$ cat src/rtl/pc_sequencer.sv
// PC register and instruction-fetch handshake controller for the CPU front end.
// Chooses the next PC, holds it across stalls and memory waits, and records EPC.
module pc_sequencer #(
  parameter int unsigned     WIDTH      = 32,
  parameter logic [WIDTH-1:0] RESET_ADDR = 32'h0000_0000,
  parameter logic [WIDTH-1:0] EXC_VECTOR = 32'h0000_0080
) (
  input  logic             Clk,
  input  logic             Reset,
  input  logic             Stall,
  input  logic             BranchTaken,
  input  logic [WIDTH-1:0] BranchTarget,
  input  logic             Jump,
  input  logic [WIDTH-1:0] JumpTarget,
  input  logic             Exception,
  input  logic             Halt,
  input  logic             Resume,
  input  logic             IfAck,
  output logic             IfReq,
  output logic [WIDTH-1:0] IfAddr,
  output logic [WIDTH-1:0] Address,
  output logic [WIDTH-1:0] EPC,
  output logic [1:0]       State
);

  typedef enum logic [1:0] {
    S_IDLE  = 2'd0,
    S_FETCH = 2'd1,
    S_WAIT  = 2'd2,
    S_HALT  = 2'd3
  } state_t;

  localparam logic [WIDTH-1:0] PC_STEP = {{(WIDTH-3){1'b0}}, 3'd4};

  function automatic logic [WIDTH-1:0] word_align(input logic [WIDTH-1:0] a);
    return {a[WIDTH-1:2], 2'b00};
  endfunction

  state_t           state_q, state_d;
  logic [WIDTH-1:0] addr_q, addr_d;
  logic [WIDTH-1:0] epc_q, epc_d;
  logic             pend_valid_q, pend_valid_d;
  logic             pend_jump_q, pend_jump_d;
  logic [WIDTH-1:0] pend_addr_q, pend_addr_d;

  logic             if_req_s;
  logic             accept_s;
  logic             advance_s;
  logic [WIDTH-1:0] next_pc_s;

  assign if_req_s  = (state_q == S_FETCH) || (state_q == S_WAIT);
  assign accept_s  = if_req_s & IfAck;
  assign advance_s = accept_s & ~Stall;

  assign IfReq   = if_req_s;
  assign IfAddr  = addr_q;
  assign Address = addr_q;
  assign EPC     = epc_q;
  assign State   = state_q;

  // Live redirects beat a latched one; sequential fetch is the fallback.
  always_comb begin
    next_pc_s = addr_q + PC_STEP;
    if (Jump) begin
      next_pc_s = word_align(JumpTarget);
    end else if (BranchTaken) begin
      next_pc_s = word_align(BranchTarget);
    end else if (pend_valid_q) begin
      next_pc_s = pend_addr_q;
    end else begin
      next_pc_s = addr_q + PC_STEP;
    end
  end

  always_comb begin
    state_d      = state_q;
    addr_d       = addr_q;
    epc_d        = epc_q;
    pend_valid_d = pend_valid_q;
    pend_jump_d  = pend_jump_q;
    pend_addr_d  = pend_addr_q;

    if (Exception) begin
      epc_d        = addr_q;
      addr_d       = EXC_VECTOR;
      pend_valid_d = 1'b0;
      pend_jump_d  = 1'b0;
      state_d      = S_IDLE;
    end else begin
      case (state_q)
        S_IDLE: begin
          state_d = S_FETCH;
        end
        S_FETCH, S_WAIT: begin
          if (advance_s) begin
            addr_d       = next_pc_s;
            pend_valid_d = 1'b0;
            pend_jump_d  = 1'b0;
            state_d      = Halt ? S_HALT : S_FETCH;
          end else begin
            state_d = accept_s ? S_FETCH : S_WAIT;
            // A latched jump may only be displaced by a newer jump.
            if (Jump) begin
              pend_valid_d = 1'b1;
              pend_jump_d  = 1'b1;
              pend_addr_d  = word_align(JumpTarget);
            end else if (BranchTaken && !(pend_valid_q && pend_jump_q)) begin
              pend_valid_d = 1'b1;
              pend_jump_d  = 1'b0;
              pend_addr_d  = word_align(BranchTarget);
            end else begin
              pend_valid_d = pend_valid_q;
            end
          end
        end
        S_HALT: begin
          state_d = Resume ? S_FETCH : S_HALT;
        end
        default: begin
          state_d = S_IDLE;
        end
      endcase
    end
  end

  always_ff @(posedge Clk or negedge Reset) begin
    if (!Reset) begin
      state_q      <= S_IDLE;
      addr_q       <= RESET_ADDR;
      epc_q        <= '0;
      pend_valid_q <= 1'b0;
      pend_jump_q  <= 1'b0;
      pend_addr_q  <= '0;
    end else begin
      state_q      <= state_d;
      addr_q       <= addr_d;
      epc_q        <= epc_d;
      pend_valid_q <= pend_valid_d;
      pend_jump_q  <= pend_jump_d;
      pend_addr_q  <= pend_addr_d;
    end
  end

endmodule

$ cat config.mk
export PLATFORM = sky130hd
export DESIGN_NAME = pc_sequencer
export DESIGN_NICKNAME = d
export VERILOG_FILES = /design/src/rtl/pc_sequencer.sv
export SDC_FILE = /design/constraint.sdc
export NUM_CORES = 1
export LEC_CHECK = 0
export BUFFER_PORTS_ARGS = -buffer_cell sky130_fd_sc_hd__buf_4
export CAP_MARGIN = 10
export CELL_PAD_IN_SITES_DETAIL_PLACEMENT = 0
export CELL_PAD_IN_SITES_GLOBAL_PLACEMENT = 1
export CORE_ASPECT_RATIO = 1.4
export CORE_MARGIN = 1
export CORE_UTILIZATION = 42
export CTS_CLUSTER_DIAMETER = 50
export DETAILED_ROUTE_END_ITERATION = 8
export HOLD_SLACK_MARGIN = 0.02
export PLACE_DENSITY_LB_ADDON = 0.1
export SLEW_MARGIN = 40
export SYNTH_ARGS = -nofsm -noshare
export SYNTH_HDL_FRONTEND = slang
export SYNTH_SLANG_ARGS = --single-unit
$ cat constraint.sdc
create_clock -name Clk -period 5.1 [get_ports Clk]
set_input_delay 0.765 -clock Clk [delete_from_list [all_inputs] [get_ports Clk]]
set_output_delay 0.765 -clock Clk [all_outputs]
set_load 0.02 [all_outputs]
==> impl_metrics.csv <==
group,metric,value,unit
status,status,"finished, final reports clean",
placed_design,routabilityCongestion,0.8254,
timing,fin_skew,9.382,ps
setup_path,crit_family,"compound AO/OA/AOI/OAI gates",
pwr,power.total,0.002073,W
logic_synthesis,synth_cell_types,60,
clock_network,cts_num_sinks,94,
placed_design,dp.cells,835,
finish,fin_util,0.5410,
clock_network,clk_pin_slew,70,ps
finish,drive_gt1_frac,0.3181,
logic_synthesis,synth-seq-cells,94,
finish,diodes,0,
grt,grt_pass1_wl,27030,µm
floorplan,start_util,0.4332,
grt,track_usage,0.2529,
placed_design,port_buffers,161,
floorplan,die_y,138.4,µm
logic_synthesis,synthArstFlopShare,1.000,
logic_synthesis,netlist.area_leader.share,0.4217,
timing,rsz0062_at_grt,"false",
timing,clock.fmax,0.3621,GHz
clock_network,ctsHtreeMaxLevel,3,
finish,stdcell_count,851,
pwr,vdd_drop_max,0.1382,mV
placed_design,dp_slack,2093,ps
clock_network,post_cts_buffers,0,
logic_synthesis,mappedNetlistArea,0.005578,mm²
logic_synthesis,ys.flop_type,"dfrtp_1",
logic_synthesis,synthCells,585,
clock_network,holdBufCountCts,0,
grt,overflow,0,
setup_path,worst-path-buf-inv,2,
logic_synthesis,post_synth.cell_area_avg,9.535,µm²
timing,setup_violations,0,
logic_synthesis,synthTopCellsByCount,"dfrtp_1 (94), o21ai_0 (64), nand2_1 (62)",
drt,drc_errors,0,
drt,viasPerCell,5.988,
grt,antenna_found_initial,0,
drt,routedWlPerCell,19.94,µm
timing,fin_crit_sh,0.5416,
drt,routed_wl,16970,µm
timing,slew_violations,0,
grt,grt_pass1_vias,4971,
setup_path,critPathMaxFanout,56,
setup_path,slowest_delay,690,ps
floorplan,num_rows,49,
timing,worst_slack,2338,ps
clock_network,clk_latency,340,ps
clock_network,numCtsBuffers,9,
logic_synthesis,yosysTopAreaCell,"dfrtp_1",
timing,worstMarginPinSlew,852.4,ps
setup_path,arrival,3000,ps
placed_design,dp_hpwl,11650,µm
drt,detail-route-antenna-nets,0,
logic_synthesis,synthMostInstantiatedCell,"dfrtp_1",
pwr,p_leak,3.282,nW
drt,initialDrtViolationCount,265,
timing,tns,0,ps
setup_path,crit_chain,"inv_1 > ha_1 > nand2_1 > o21ba_2 > o211ai_1 > buf_4 > o21ai_0",
pwr,power_density,297.5,mW/mm²
setup_path,worstPathRequired,5340,ps
logic_synthesis,synth_edf_count,0,
finish,n_fill_cell,1215,
setup_path,crit_slowest_cell,"o21ba_2",
run,cap_violations,0,
timing,period_needed,2762,ps
clock_network,post_cts_resized,0,
clock_network,tritoncts,"done",
floorplan,die_area,0.01375,mm²
timing,maxSlewHeadroom,0.4317,
drt,drtPass1Iterations,5,
logic_synthesis,yosysWarnings,0,
timing,hold_viol,0,
finish,fin_nets,769,
floorplan,core-area,0.01287,mm²
floorplan,fp.dieW,99.40,µm
setup_path,critPathLaunchType,"flip-flop",
finish,area_delta_synth_final,24.88,%
clock_network,cts-root-buf,"clkbuf_16",
hold_path,hp-class,"in -> async",
logic_synthesis,synth-seq-area-share,0.4217,
grt,grt_max_degree,62,
setup_path,end_kind,"flip-flop",
drt,vias,5096,
clock_network,clockBufferDepth,2,
setup_path,worstSetupPathType,"reg -> reg",
logic_synthesis,synthTopCellsByArea,"dfrtp_1 (42%), mux2_2 (6.1%), o21ai_0 (5.7%)",
floorplan,ios,172,
## logic make-up (layout without fill, tap and decap cells)
group,after synthesis,in the layout,synth area share
xor gates and xnor gates,13,13,0.02041
muxes,54,54,0.1036
adders and majority gates,3,3,0.006730
AOI/OAI and AO/OA,180,180,0.2196
DFF,94,94,0.4217
buffers and inverters,86,194,0.08434
other,1,6,0.0006723
and+or+nand+nor,154,154,0.1429
## final timing paths
path | from | end | slack (ps) | cells after the start
min in group Clk | pend_addr_q[2] | pend_addr_q[2] | 480 | 2
max reg2reg | State[0] | pend_addr_q[18] | 2340 | 7
max in group asynchronous | Reset | pend_jump_q | 3800 | 2
max | State[0] | pend_addr_q[18] | 2340 | 7
min | Reset | EPC[15] | 390 | 1
min reg2reg | pend_addr_q[2] | pend_addr_q[2] | 480 | 2
## cell usage in the layout (no fill, tap or decap), types with 11 or more instances in the layout
master / synthesis / final
a32oi_1: 11 / 11
o21ai_0: 64 / 64
nand2b_1: 16 / 15
a21boi_0: 11 / 11
dfrtp_1: 94 / 94
nand2_1: 62 / 62
a21oi_1: 11 / 11
buf_4: 36 / 167
nor2_1: 13 / 13
mux2i_1: 24 / 24
a221o_1: 14 / 14
nand3_1: 21 / 21
mux2_2: 30 / 30
o211ai_1: 15 / 15
## state kept, by name, summed over array words and instances, names as in the netlist
| name | flops |
|---|---|
| pend_valid_q | 1 |
| pend_addr_q | 30 |
| Address | 30 |
| EPC | 30 |
| State | 2 |
| pend_jump_q | 1 |
## power breakdown
part	leakage (nW)	internal, W	switching (W)
logic	1.87	0.000167	0.000219
clock network	0.162	0.000457	0.000305
registers	1.25	0.000844	0.0000804
## area by class of cell
type	instances	area [µm²]	area share
Inverter	10	37.54	0.005389
Tap cell	153	191.4	0.02748
Sequential cell	94	2352	0.3377
Timing Repair Buffer	168	1265	0.1816
Clock inverter	5	81.33	0.01168
Multi-Input combinational cell	410	2785	0.3999
Clock buffer	11	252.7	0.03629
## routing by layer
| layer | wire length [µm] | share of wire | track usage |
|---|---|---|---|
| met5 | 0 | 0 | 0 |
| met1 | 7333 | 0.43 | 0.3321 |
| met3 | 848 | 0.050 | 0.03792 |
| met4 | 327 | 0.019 | 0.08050 |
| met2 | 8461 | 0.50 | 0.4265 |
## through the flow
stage	cell area [µm²]	hold slack (ps)
6_report	6965	392.4
5_1_grt	6965	451.0
4_1_cts	6950	487.2
3_5_place_dp	6616	471.3
3_3_place_gp	6616	461.8
2_1_floorplan	5597	449.6
No activity file was read; power rests on OpenSTA's default activity.
